## src/rtl/ex_pkg.sv

```systemverilog
// Shared types and widths for the execute/write-back stage.
// Opcodes, datapath widths and the ID/EX latch layout.
package ex_pkg;

  localparam int DATA_W     = 8;
  localparam int REG_ADDR_W = 3;
  localparam int INSTR_W    = 8;

  typedef enum logic [1:0] {
    OP_MOV  = 2'b00,
    OP_ADDI = 2'b01,
    OP_SLL  = 2'b10,
    OP_JMP  = 2'b11
  } op_e;

  typedef struct packed {
    logic               valid;
    op_e                op;
    logic [INSTR_W-1:0] instr;
    logic [DATA_W-1:0]  operand;
    logic [DATA_W-1:0]  imm;
    logic [DATA_W-1:0]  sht;
  } id_ex_t;

endpackage

```

## src/rtl/ex_wb_stage_if.sv

```systemverilog
// Decode-side inputs and write-back/branch outputs of the execute stage.
// master = decode/fetch side, slave = ex_wb_stage.
interface ex_wb_stage_if;
  import ex_pkg::*;

  logic [INSTR_W-1:0]    Instr_Code_ID;
  logic                  ID_Valid;
  logic                  Stall;
  logic [DATA_W-1:0]     Read_Data;
  logic [DATA_W-1:0]     Imm_Data;
  logic [DATA_W-1:0]     Sht_Data;
  logic [1:0]            opcode;
  logic [REG_ADDR_W-1:0] Write_Reg_Num;
  logic [DATA_W-1:0]     Write_Data;
  logic                  RegWrite;
  logic                  Branch_Taken;
  logic [DATA_W-1:0]     Branch_Offset;

  modport master (
    output Instr_Code_ID, ID_Valid, Stall, Read_Data, Imm_Data, Sht_Data, opcode,
    input  Write_Reg_Num, Write_Data, RegWrite, Branch_Taken, Branch_Offset
  );

  modport slave (
    input  Instr_Code_ID, ID_Valid, Stall, Read_Data, Imm_Data, Sht_Data, opcode,
    output Write_Reg_Num, Write_Data, RegWrite, Branch_Taken, Branch_Offset
  );

endinterface

```

## src/rtl/ex_alu.sv

```systemverilog
// Combinational 8-bit ALU for MOV/ADDI/SLL/JMP.
// Produces the result, destination register and write enable.
module ex_alu
  import ex_pkg::*;
(
  input  op_e                   op,
  input  logic [DATA_W-1:0]     op_a,
  input  logic [DATA_W-1:0]     imm,
  input  logic [5:0]            fields,
  output logic [DATA_W-1:0]     result,
  output logic [REG_ADDR_W-1:0] rd,
  output logic                  wr_en
);

  always_comb begin
    result = '0;
    rd     = fields[5:3];
    wr_en  = 1'b1;
    case (op)
      OP_MOV: begin
        rd     = fields[2:0];
        result = op_a;
      end
      OP_ADDI: result = op_a + imm;
      OP_SLL:  result = op_a << imm[2:0];
      OP_JMP:  wr_en  = 1'b0;
    endcase
  end

endmodule

```

## src/rtl/ex_wb_stage.sv

```systemverilog
// Execute + write-back stage: ID/EX latch, ALU, EX/WB register, branch squash.
// Operand forwarding from write-back is built only when EX_FORWARD_EN is defined.
module ex_wb_stage
  import ex_pkg::*;
(
  input logic          Clk,
  input logic          Reset,
  ex_wb_stage_if.slave bus
);

  id_ex_t                id_ex_q;
  id_ex_t                id_ex_d;
  logic [DATA_W-1:0]     id_operand;
  logic [DATA_W-1:0]     op_a;
  logic [DATA_W-1:0]     alu_result;
  logic [REG_ADDR_W-1:0] alu_rd;
  logic                  alu_wr_en;
  logic                  ex_jmp;
  logic                  squash;
  logic                  ex_write;
  logic                  unused_op_bits;

  assign ex_jmp   = id_ex_q.valid && (id_ex_q.op == OP_JMP);
  assign ex_write = id_ex_q.valid && alu_wr_en;
  // Kill the slot entering EX behind a JMP, and the one after while the pulse is out.
  assign squash   = ex_jmp || bus.Branch_Taken;

  assign unused_op_bits = ^id_ex_q.instr[7:6];

`ifdef EX_FORWARD_EN
  assign id_operand = (bus.RegWrite && (bus.Instr_Code_ID[5:3] == bus.Write_Reg_Num))
                      ? bus.Write_Data : bus.Read_Data;
  assign op_a       = (bus.RegWrite && (id_ex_q.instr[5:3] == bus.Write_Reg_Num))
                      ? bus.Write_Data : id_ex_q.operand;
`else
  assign id_operand = bus.Read_Data;
  assign op_a       = id_ex_q.operand;
`endif

  always_comb begin
    id_ex_d         = '0;
    id_ex_d.valid   = bus.ID_Valid && !bus.Stall && !squash;
    id_ex_d.op      = op_e'(bus.opcode);
    id_ex_d.instr   = bus.Instr_Code_ID;
    id_ex_d.operand = id_operand;
    id_ex_d.imm     = bus.Imm_Data;
    id_ex_d.sht     = bus.Sht_Data;
  end

  always_ff @(posedge Clk) begin
    if (Reset) begin
      id_ex_q <= '0;
    end else begin
      id_ex_q <= id_ex_d;
    end
  end

  ex_alu u_alu (
    .op     (id_ex_q.op),
    .op_a   (op_a),
    .imm    (id_ex_q.imm),
    .fields (id_ex_q.instr[5:0]),
    .result (alu_result),
    .rd     (alu_rd),
    .wr_en  (alu_wr_en)
  );

  always_ff @(posedge Clk) begin
    if (Reset) begin
      bus.RegWrite      <= 1'b0;
      bus.Write_Reg_Num <= '0;
      bus.Write_Data    <= '0;
      bus.Branch_Taken  <= 1'b0;
      bus.Branch_Offset <= '0;
    end else begin
      bus.RegWrite      <= ex_write;
      bus.Branch_Taken  <= ex_jmp;
      bus.Branch_Offset <= ex_jmp ? id_ex_q.sht : '0;
      if (ex_write) begin
        bus.Write_Reg_Num <= alu_rd;
        bus.Write_Data    <= alu_result;
      end
    end
  end

endmodule

```

## src/flat_wrapper.sv

```systemverilog
// flat-port wrapper written by rule: the top's interface ports become plain ports
module ex_wb_stage_flat import ex_pkg::*;
  (Clk, Reset, bus_Instr_Code_ID, bus_ID_Valid, bus_Stall, bus_Read_Data, bus_Imm_Data, bus_Sht_Data, bus_opcode, bus_Write_Reg_Num, bus_Write_Data, bus_RegWrite, bus_Branch_Taken, bus_Branch_Offset);
  ex_wb_stage_if bus_i ();
  input logic Clk;
  input logic Reset;
  input wire logic [$bits(bus_i.Instr_Code_ID)-1:0] bus_Instr_Code_ID;
  input wire logic [$bits(bus_i.ID_Valid)-1:0] bus_ID_Valid;
  input wire logic [$bits(bus_i.Stall)-1:0] bus_Stall;
  input wire logic [$bits(bus_i.Read_Data)-1:0] bus_Read_Data;
  input wire logic [$bits(bus_i.Imm_Data)-1:0] bus_Imm_Data;
  input wire logic [$bits(bus_i.Sht_Data)-1:0] bus_Sht_Data;
  input wire logic [$bits(bus_i.opcode)-1:0] bus_opcode;
  output wire logic [$bits(bus_i.Write_Reg_Num)-1:0] bus_Write_Reg_Num;
  output wire logic [$bits(bus_i.Write_Data)-1:0] bus_Write_Data;
  output wire logic [$bits(bus_i.RegWrite)-1:0] bus_RegWrite;
  output wire logic [$bits(bus_i.Branch_Taken)-1:0] bus_Branch_Taken;
  output wire logic [$bits(bus_i.Branch_Offset)-1:0] bus_Branch_Offset;
  assign bus_i.Instr_Code_ID = bus_Instr_Code_ID;
  assign bus_i.ID_Valid = bus_ID_Valid;
  assign bus_i.Stall = bus_Stall;
  assign bus_i.Read_Data = bus_Read_Data;
  assign bus_i.Imm_Data = bus_Imm_Data;
  assign bus_i.Sht_Data = bus_Sht_Data;
  assign bus_i.opcode = bus_opcode;
  assign bus_Write_Reg_Num = bus_i.Write_Reg_Num;
  assign bus_Write_Data = bus_i.Write_Data;
  assign bus_RegWrite = bus_i.RegWrite;
  assign bus_Branch_Taken = bus_i.Branch_Taken;
  assign bus_Branch_Offset = bus_i.Branch_Offset;
  ex_wb_stage u_core (.Clk(Clk), .Reset(Reset), .bus(bus_i));
endmodule
```

## config.mk

```make
export PLATFORM = sky130hd
export DESIGN_NAME = ex_wb_stage_flat
export DESIGN_NICKNAME = d
export VERILOG_FILES = /design/src/rtl/ex_pkg.sv /design/src/rtl/ex_wb_stage_if.sv /design/src/rtl/ex_alu.sv /design/src/rtl/ex_wb_stage.sv /design/src/flat_wrapper.sv
export SDC_FILE = /design/constraint.sdc
export NUM_CORES = 1
export LEC_CHECK = 0
export CORE_UTILIZATION = 32
export CTS_CLUSTER_SIZE = 8
export DETAILED_ROUTE_END_ITERATION = 16
export PLACE_DENSITY = 0.53
export SLEW_MARGIN = 0
export SYNTH_ARGS = -nofsm -noshare
export SYNTH_HDL_FRONTEND = slang
export SYNTH_HIERARCHICAL = 1
export SYNTH_SLANG_ARGS = --single-unit
export TNS_END_PERCENT = 1
```

## constraint.sdc

```tcl
create_clock -name Clk -period 2.3 [get_ports Clk]
set_input_delay 0.46 -clock Clk [delete_from_list [all_inputs] [get_ports Clk]]
set_output_delay 0.46 -clock Clk [all_outputs]
set_load 0.01 [all_outputs]
```

==> run summary, run 1 <==
Clock share of power - 34.8%
Die area - 0.007982 mm²
Max-Cap Viols - 0
Register area share after synthesis - 44.28%
Num CTS Buffers - 5
WL per Instance - 12.27 µm
Top achievable clock speed - 479.8 MHz
# rows - 31
Synthesis Warnings - 6
Detailed Routing Iterations Pass 1 - 4
WL final - 4822 µm
WP data required - 2.55 ns
Mapped Nets - 286
Setup violations, final - 0
Crit Path Max Fanout - 4
Crit. End Element - flop
Root Driver - clkbuf_8
Crit path DAT - 2.33 ns
Seq pwr share - 51.4%
Min Hold Slack - 0.4327 ns
Total power - 1.936 mW
Critical path's slowest cell - fa_2
Synth unique cells - 51
Hold Crit Class - flop to flop
Initial Utilization - 33.30%
Die Ht - 89.34 µm
Type of origin of the critical path - flop
TNS Setup - 0 ns
Layout Nets - 340
Num ports - 59
Synth Instances - 239
Maximum VDD drop - 288.0 µV
DIE WIDTH - 89.34 µm
Logic pwr share - 13.8%
Clk slew on worst S/H paths - 0.10 ns
Initial antenna violation count - 0
Fin. max-slew vios - 0
Count of flip-flops with a built-in enable after synthesis - 0
Most common flop cell mapped by yosys - dfxtp_1
H-tree depth - 2
Fin crit share - 90.62%
Psw - 0.4513 mW
Clock sink count - 54
Global Route Usage Sum - 13.14%
Sw frac - 23.31%
First-pass GRT wire length - 7976 µm
DR iter-0 viols - 64
Worst setup path class - flop to flop
Power density over the cells - 601.8 mW/mm²
CP peak stage delay - 0.38 ns
Dpl hpwl - 3422 µm
Routed vias - 1822
Period minus WS final - 2.084 ns
Internal - 1.485 mW
Post-synthesis register bit count - 54
Largest net degree at the start of global routing - 25
RSZ-0062 raised after global routing - no
DRC Markers - 0
Layout cells sized above 1 - 14.29%
Antenna diode instance count - 0
Deepest clock path buffer count - 2
Lkg Pwr - 1.261 nW
Syn avg cell area - 10.21 µm²
Clock Latency Late Sink - 0.31 ns
Routability cong. - 0.7999
Synth Cell Area - 0.002441 mm²
CTS tree - built
Max transition margin - 72.09%
Ys async rst share - 0%
Vias in the first global route - 1709
Clock Skew - 0.009638 ns
Hold Buf Count CTS - 0
Status - completed
Most used cell, CP - a21oi_1
Worst Tran Pin Value - 0.4171 ns
CP Cell Sequence - ha_1 -> fa_2 -> a211oi_1 -> o21bai_1 -> a21oi_1 -> a32oi_1 -> nand3_2 -> nand3_1 -> a21oi_1
Most frequent cells in the layout - clkdlybuf4s50_1 (56), dfxtp_1 (54), nor2b_1 (33)
Via/cell ratio - 4.636
Commonest non-fill, non-tap cell in the layout - clkdlybuf4s50_1
Fin. Hold Viols - 0
Core area - 0.007331 mm²
IO buf count - 56
DRT antenna net count - 0
Synth-to-layout area growth - 31.78%
Grt total ovfl - 0
path summary, 6_finish.rpt:
| path | startpoint | cells past startpoint | to | slack (ns) |
|---|---|---|---|---|
| setup reg to reg | u_core/op_a[0] | 9 | u_core/bus.Write_Data[6] | 0.22 |
| hold / removal | u_core/id_ex_q[2] | 1 | u_core/bus.Branch_Offset[2] | 0.43 |
| setup / recovery | u_core/op_a[0] | 9 | u_core/bus.Write_Data[6] | 0.22 |
| hold reg to reg | u_core/id_ex_q[2] | 1 | u_core/bus.Branch_Offset[2] | 0.43 |
per-layer routing:
metal	global-route usage, %	vias up	share of wire [%]
met3	4.432	4	5.8
met5	0	-	0
met4	4.329	0	1.0
met2	21.10	42	46
li1	-	946	-
met1	16.58	830	47
logic make-up (layout without fill, tap and decap cells):
group                    count (synthesis)  in the layout  share of synthesized area (%)
XOR/XNOR                                 3              3                          1.077
AO/OA/AOI/OAI                           55             55                          16.97
AND/OR/NAND/NOR                         81             81                          19.73
multiplexers                            18             18                          8.918
flip-flops                              54             54                          44.29
buffers and inverters                   19             74                          4.101
adder cells (fa/ha/maj)                  9              9                          4.921
metrics by stage:
stage	std cells	setup slack [ns]	util, %	area [µm²]
CTS	393	0.1620	43.85	3214
floorplan	239	0.4192	-	2441
global placement	385	0.2057	42.19	3093
detailed placement	385	0.1988	42.19	3093
global route	393	0.06162	43.88	3217
finish	393	0.2158	43.88	3217
registers in the layout (all words and copies together), names as in the netlist:
| signal | flops |
|---|---|
| u_core/bus.Branch_Taken | 1 |
| u_core/id_ex_q | 25 |
| u_core/bus.Write_Data | 8 |
| u_core/bus.Branch_Offset | 8 |
| u_core/bus.RegWrite | 1 |
| u_core/bus.Write_Reg_Num | 3 |
| u_core/op_a | 8 |
area by class of cell:
type | instances | area [µm²]
timing repair buffer | 64 | 620.6
multi-input combinational | 166 | 1262
tap | 99 | 123.9
clock buffer | 6 | 82.58
fill | 707 | 4114
sequential | 54 | 1081
clock inverter | 2 | 38.79
inverter | 2 | 7.507
timing repair:
item                       CTS  global route
resized for setup            0             1
setup endpoints to repair    0             1
buffers inserted             0             0
synthesized netlist by cell type, types with 3 or more instances:
cell type / instances / area [µm²]
o21ai_0: 7 / 35.03
mux2_2: 5 / 56.30
nand2_1: 5 / 18.77
nor2_1: 8 / 30.03
and2_1: 8 / 50.05
nand2b_1: 3 / 18.77
buf_2: 8 / 40.04
a21bo_2: 11 / 110.1
a21o_1: 4 / 30.03
nand3_1: 13 / 65.06
clkbuf_1: 5 / 18.77
dfxtp_1: 54 / 1081
mux2i_1: 9 / 90.09
nor2b_1: 33 / 206.5
a21oi_1: 14 / 70.07
ha_1: 8 / 100.1
power groups by stage:
stage	clock [mW]	sequential, mW	combinational (mW)
5_1_grt	0.739	1.00	0.297
3_3_place_gp	0	1.02	0.269
3_5_place_dp	0	1.02	0.268
4_1_cts	0.708	0.995	0.270
2_1_floorplan	0	1.01	0.169
6_report	0.674	0.994	0.268
worst max-delay path: cells and delay by family, from the launching register on:
| family | cells | cell delay (ns) |
|---|---|---|
| AOI/OAI and AO/OA | 5 | 0.89 |
| adders and majority gates | 2 | 0.63 |
| DFF | 1 | 0.35 |
| and+or+nand+nor | 2 | 0.16 |
Power figures use the tool's default switching activity.
==> run 2: changes to the inputs <==
- clock period: 2.3 -> 2.65 ns (I/O delays scaled with it)
==> run 2 against run 1 <==
Against the previous run: global-route usage grew 0.79 points; combinational power down 15%; die area did not move; sequential share of layout area grew 0.14 points; critical path depth unchanged; utilization is 0.19 points lower; highest routed layer unchanged; count of clock-buffer cells in the layout shrank 1; power fell by 13%; design area shrank 0.43%.
==> run summary, run 2 (synthesized netlist as in run 1, its figures left out) <==
DRC Markers - 0 (unchanged)
Synth-to-layout area growth - 31.21% (was 31.78%)
DIE WIDTH - 89.34 µm (unchanged)
Deepest clock path buffer count - 2 (unchanged)
Dpl ws - 0.4064 ns (was 0.1988 ns)
WL final - 4994 µm (was 4822 µm)
Number of setup buffers added after CTS - 0 (unchanged)
Post_cts resized - 0 (unchanged)
H-tree depth - 2 (unchanged)
Fin. max-slew vios - 0 (unchanged)
Clock sink count - 54 (unchanged)
Root Driver - clkbuf_8 (unchanged)
Vias in the first global route - 1725 (was 1709)
Num ports - 59 (unchanged)
Num CTS Buffers - 5 (unchanged)
IO buf count - 56 (unchanged)
Type of origin of the critical path - flop (unchanged)
Top achievable clock speed - 437.3 MHz (was 479.8 MHz)
Met3 usage - 4.155% (was 4.432%)
Crit Path Max Fanout - 9 (was 4)
Hold Buf Count CTS - 0 (unchanged)
Fin crit share - 86.30% (was 90.62%)
Initial Utilization - 33.30% (unchanged)
Layout Nets - 339 (was 340)
Most frequent cells in the layout - clkdlybuf4s50_1 (56), dfxtp_1 (54), nor2b_1 (33) (unchanged)
Largest net degree at the start of global routing - 25 (unchanged)
Hold Crit Class - flop to flop (unchanged)
Worst Hold Depth - 1 (unchanged)
Clock Skew - 0.004574 ns (was 0.009638 ns)
Worst path bufs/invs - 0 (unchanged)
Core area - 0.007331 mm² (unchanged)
Dpl hpwl - 3534 µm (was 3422 µm)
DRT antenna net count - 0 (unchanged)
Layout Cells excl Fill - 392 (was 393)
Fin. Hold Viols - 0 (unchanged)
Critical path's slowest cell - dfxtp_1 (was fa_2)
Antenna diode instance count - 0 (unchanged)
Max transition margin - 68.92% (was 72.09%)
Met2 Track Usage GR - 22.00% (was 21.10%)
CP peak stage delay - 0.45 ns (was 0.38 ns)
Clock Latency Late Sink - 0.31 ns (about the same)
Die area - 0.007982 mm² (unchanged)
DR iter-0 viols - 74 (was 64)
# rows - 31 (unchanged)
Maximum VDD drop - 262.3 µV (was 288.0 µV)
GR met1 Demand/Resource - 17.97% (was 16.58%)
RSZ-0062 raised after global routing - no (unchanged)
Reg with most FFs - u_core/id_ex_q (unchanged)
CTS tree - built (unchanged)
Clk slew on worst S/H paths - 0.10 ns (about the same)
Initial antenna violation count - 0 (unchanged)
Period minus WS final - 2.287 ns (was 2.084 ns)
Register-to-Register Path Depth - 9 (unchanged)
WL per Instance - 12.74 µm (was 12.27 µm)
Setup violations, final - 0 (unchanged)
WP data required - 2.90 ns (was 2.55 ns)
Lkg Pwr - 1.252 nW (was 1.261 nW)
Critical Path Stages - 9 (unchanged)
Crit path DAT - 2.54 ns (was 2.33 ns)
Via/cell ratio - 4.689 (was 4.636)
Max-Cap Viols - 0 (unchanged)
Routability cong. - 0.7807 (was 0.7999)
Crit. End Element - flop (unchanged)
TNS Setup - 0 ns (unchanged)
Detailed Routing Iterations Pass 1 - 4 (unchanged)
Busiest grt layer - met2 (unchanged)
Placed cells - 384 (was 385)
Setup ws final - 0.3630 ns (was 0.2158 ns)
Max FFs per register - 25 (unchanged)
CP top delay family - compound AO/OA/AOI/OAI gates (unchanged)
Layout cells sized above 1 - 13.65% (was 14.29%)
Worst Tran Pin Value - 0.4656 ns (was 0.4171 ns)
Most used cell, CP - a21oi_1 (unchanged)
Worst setup path class - flop to flop (unchanged)
Commonest non-fill, non-tap cell in the layout - clkdlybuf4s50_1 (unchanged)
Die Ht - 89.34 µm (unchanged)
Grt total ovfl - 0 (unchanged)
Power density over the cells - 523.2 mW/mm² (was 601.8 mW/mm²)
Status - completed (unchanged)
Global Route Usage Sum - 13.93% (was 13.14%)
First-pass GRT wire length - 8383 µm (was 7976 µm)
Routed vias - 1838 (was 1822)
CP Cell Sequence - ha_1 -> fa_1 -> a211oi_1 -> o21bai_1 -> a21oi_1 -> a32oi_1 -> nand3_2 -> nand3_1 -> a21oi_1 (was ha_1 -> fa_2 -> a211oi_1 -> o21bai_1 -> a21oi_1 -> a32oi_1 -> nand3_2 -> nand3_1 -> a21oi_1)
Min Hold Slack - 0.4358 ns (was 0.4327 ns)
-- run 2: cell types whose count changed in the layout (fill, tap and decap cells not counted), sizes merged --
cell | before | now
clkinvlp | 0 | 1
buf | 8 | 7
clkbuf | 6 | 5
-- run 2: per-stage QoR --
step	instance area, µm²	power (mW)	util [%]
finish	3203	1.676	43.69
global route	3203	1.763	43.69
CTS	3203	1.708	43.69
detailed placement	3085	1.116	42.09
global placement	3085	1.114	42.09
floorplan	2441	1.024	-
-- run 2: layer usage --
layer | routed length [µm] | vias up
met2 | 2313 | 38
met1 | 2375 | 851
met4 | 63 | 0
met5 | 0 | -
li1 | - | 943
met3 | 242 | 6
-- run 2: where the power goes --
part,internal (mW),leakage (nW),total (mW),switching (mW)
Sequential,0.843,0.445,0.866,0.0238
Clock,0.288,0.0563,0.581,0.293
Combinational,0.134,0.752,0.229,0.0946
Total,1.26,1.25,1.68,0.411
-- run 2: area by class of cell --
type,count,area [µm²]
Clock buffer,5,68.82
Multi-Input combinational cell,166,1260
Clock inverter,3,48.80
Inverter,2,7.507
Fill cell,722,4128
Timing Repair Buffer,63,613.1
Sequential cell,54,1081
Tap cell,99,123.9
-- run 2: path summary, 6_finish.rpt --
kind                     startpoint                     endpoint  slack [ns]
hold reg to reg   u_core/id_ex_q[4]  u_core/bus.Branch_Offset[4]        0.44
setup / recovery  u_core/id_ex_q[8]     u_core/bus.Write_Data[6]        0.36
setup reg to reg  u_core/id_ex_q[8]     u_core/bus.Write_Data[6]        0.36
hold / removal    u_core/id_ex_q[4]  u_core/bus.Branch_Offset[4]        0.44
==> run 3: changes to the inputs <==
- CORE_ASPECT_RATIO: not set -> 1.75
- CORE_UTILIZATION: 32 -> 30
- PLACE_DENSITY: 0.53 -> 0.5
==> run 3 against run 2 <==
Against the previous run: flip-flop and latch count unchanged; first-iteration DRC count up 1.4%; power increased by 16%; count of clock-buffer cells in the layout grew 1; highest routed layer unchanged; final cell count decreased by 2.3%.
==> run summary, run 3 (synthesized netlist as in run 1, its figures left out) <==
Routed vias - 1839 (was 1838)
DRC Markers - 0 (unchanged)
# rows - 43 (was 31)
Multi-input gate area - 0.001260 mm² (unchanged)
Worst Tran Pin Value - 0.7051 ns (was 0.4656 ns)
Initial Utilization - 30.87% (was 33.30%)
DIE WIDTH - 70.19 µm (was 89.34 µm)
Total power - 1.945 mW (was 1.676 mW)
Most frequent cells in the layout - clkdlybuf4s50_1 (56), dfxtp_1 (54), nor2b_1 (33) (unchanged)
DRT antenna net count - 0 (unchanged)
Vias in the first global route - 1826 (was 1725)
Type of origin of the critical path - flop (unchanged)
Detailed Routing Iterations Pass 1 - 4 (unchanged)
Hold Crit Class - flop to flop (unchanged)
Crit. End Element - flop (unchanged)
WP data required - 2.87 ns (was 2.90 ns)
Root Driver - clkbuf_16 (was clkbuf_8)
Antenna diode instance count - 0 (unchanged)
Synth-to-layout area growth - 34.09% (was 31.21%)
Global Route Usage Sum - 12.83% (was 13.93%)
Layout Nets - 339 (unchanged)
Hold Buf Count CTS - 0 (unchanged)
Crit Path Max Fanout - 4 (was 9)
First-pass GRT wire length - 8369 µm (was 8383 µm)
Clock sink count - 54 (unchanged)
Design area - 0.003273 mm² (was 0.003203 mm²)
Dpl hpwl - 3792 µm (was 3534 µm)
Layout cells sized above 1 - 13.65% (unchanged)
WL per Instance - 13.18 µm (was 12.74 µm)
H-tree depth - 2 (unchanged)
Fin. Hold Viols - 0 (unchanged)
Maximum VDD drop - 532.2 µV (was 262.3 µV)
Max-Cap Viols - 0 (unchanged)
Fin. max-slew vios - 0 (unchanged)
Clock Latency Late Sink - 0.29 ns (was 0.31 ns)
Routability cong. - 0.7526 (was 0.7807)
Num ports - 59 (unchanged)
Die Ht - 121.3 µm (was 89.34 µm)
Core area - 0.007909 mm² (was 0.007331 mm²)
Placed cell areas - 0.003074 mm² (was 0.003085 mm²)
Number of setup buffers added after CTS - 0 (unchanged)
Worst setup path class - flop to flop (unchanged)
Top achievable clock speed - 462.2 MHz (was 437.3 MHz)
TNS Setup - 0 ns (unchanged)
Post_cts resized - 0 (unchanged)
Deepest clock path buffer count - 2 (unchanged)
Period minus WS final - 2.163 ns (was 2.287 ns)
Clock Skew - 0.004331 ns (was 0.004574 ns)
Initial antenna violation count - 0 (unchanged)
Clk slew on worst S/H paths - 0.07 ns (was 0.10 ns)
DR iter-0 viols - 75 (was 74)
WL final - 5047 µm (was 4994 µm)
RSZ-0062 raised after global routing - no (unchanged)
Commonest non-fill, non-tap cell in the layout - clkdlybuf4s50_1 (unchanged)
Filler Cell Count - 777 (was 722)
Reg with most FFs - u_core/id_ex_q (unchanged)
FF/Latch Area - 0.001081 mm² (unchanged)
IO buf count - 56 (unchanged)
Via/cell ratio - 4.802 (was 4.689)
Die area - 0.008516 mm² (was 0.007982 mm²)
Fin crit share - 81.64% (was 86.30%)
Max transition margin - 52.93% (was 68.92%)
Status - completed (unchanged)
Lkg Pwr - 1.293 nW (was 1.252 nW)
Power density over the cells - 594.3 mW/mm² (was 523.2 mW/mm²)
Largest net degree at the start of global routing - 26 (was 25)
Grt total ovfl - 0 (unchanged)
Num CTS Buffers - 5 (unchanged)
Crit path DAT - 2.39 ns (was 2.54 ns)
Max FFs per register - 25 (unchanged)
CTS tree - built (unchanged)
Setup violations, final - 0 (unchanged)
## run 3: critical path, cell delays in order, from the launching register on
cell	delay, ns
dfxtp_1	0.35
ha_1	0.25
fa_1	0.43
a211oi_1	0.26
o21bai_1	0.11
a21oi_1	0.25
a32oi_1	0.16
nand3_2	0.10
nand3_1	0.07
a21oi_1	0.12
## run 3: metal layers
layer	global-route usage [%]	part of all wire, %
met1	13.11	39
met2	22.96	54
met5	0	0
met3	2.824	3.3
met4	8.625	3.4
## run 3: area by class of cell
| type | count | area share (%) |
|---|---|---|
| sequential | 54 | 33.03 |
| inverter | 2 | 0.2294 |
| multi-input combinational | 166 | 38.49 |
| clock buffer | 6 | 4.243 |
| timing repair buffer | 63 | 18.73 |
| clock inverter | 2 | 1.835 |
| tap | 90 | 3.440 |
## run 3: worst paths after layout
| check | cells past startpoint | to | slack [ns] | startpoint |
|---|---|---|---|---|
| setup / recovery | 9 | u_core/bus.Write_Data[6] | 0.49 | u_core/op_a[0] |
| hold reg to reg | 1 | u_core/bus.Branch_Offset[0] | 0.42 | u_core/id_ex_q[0] |
| hold / removal | 1 | u_core/bus.Branch_Offset[0] | 0.42 | u_core/id_ex_q[0] |
| setup reg to reg | 9 | u_core/bus.Write_Data[6] | 0.49 | u_core/op_a[0] |
## run 3: stage by stage
| stage | std cells | hold slack [ns] | worst slack, ns | util, % |
|---|---|---|---|---|
| 2_1_floorplan | 239 | 0.4057 | 0.7692 | - |
| 3_3_place_gp | 375 | 0.4075 | 0.5232 | 38.87 |
| 3_5_place_dp | 375 | 0.4107 | 0.5021 | 38.87 |
| 4_1_cts | 383 | 0.4275 | 0.4832 | 41.39 |
| 5_1_grt | 383 | 0.4441 | 0.2336 | 41.39 |
| 6_report | 383 | 0.4247 | 0.4866 | 41.39 |
## run 3: power breakdown
group          internal [mW]  switching (mW)
Combinational          0.134          0.0965
Sequential             0.843          0.0230
Clock                  0.567           0.282
Total                   1.54           0.402
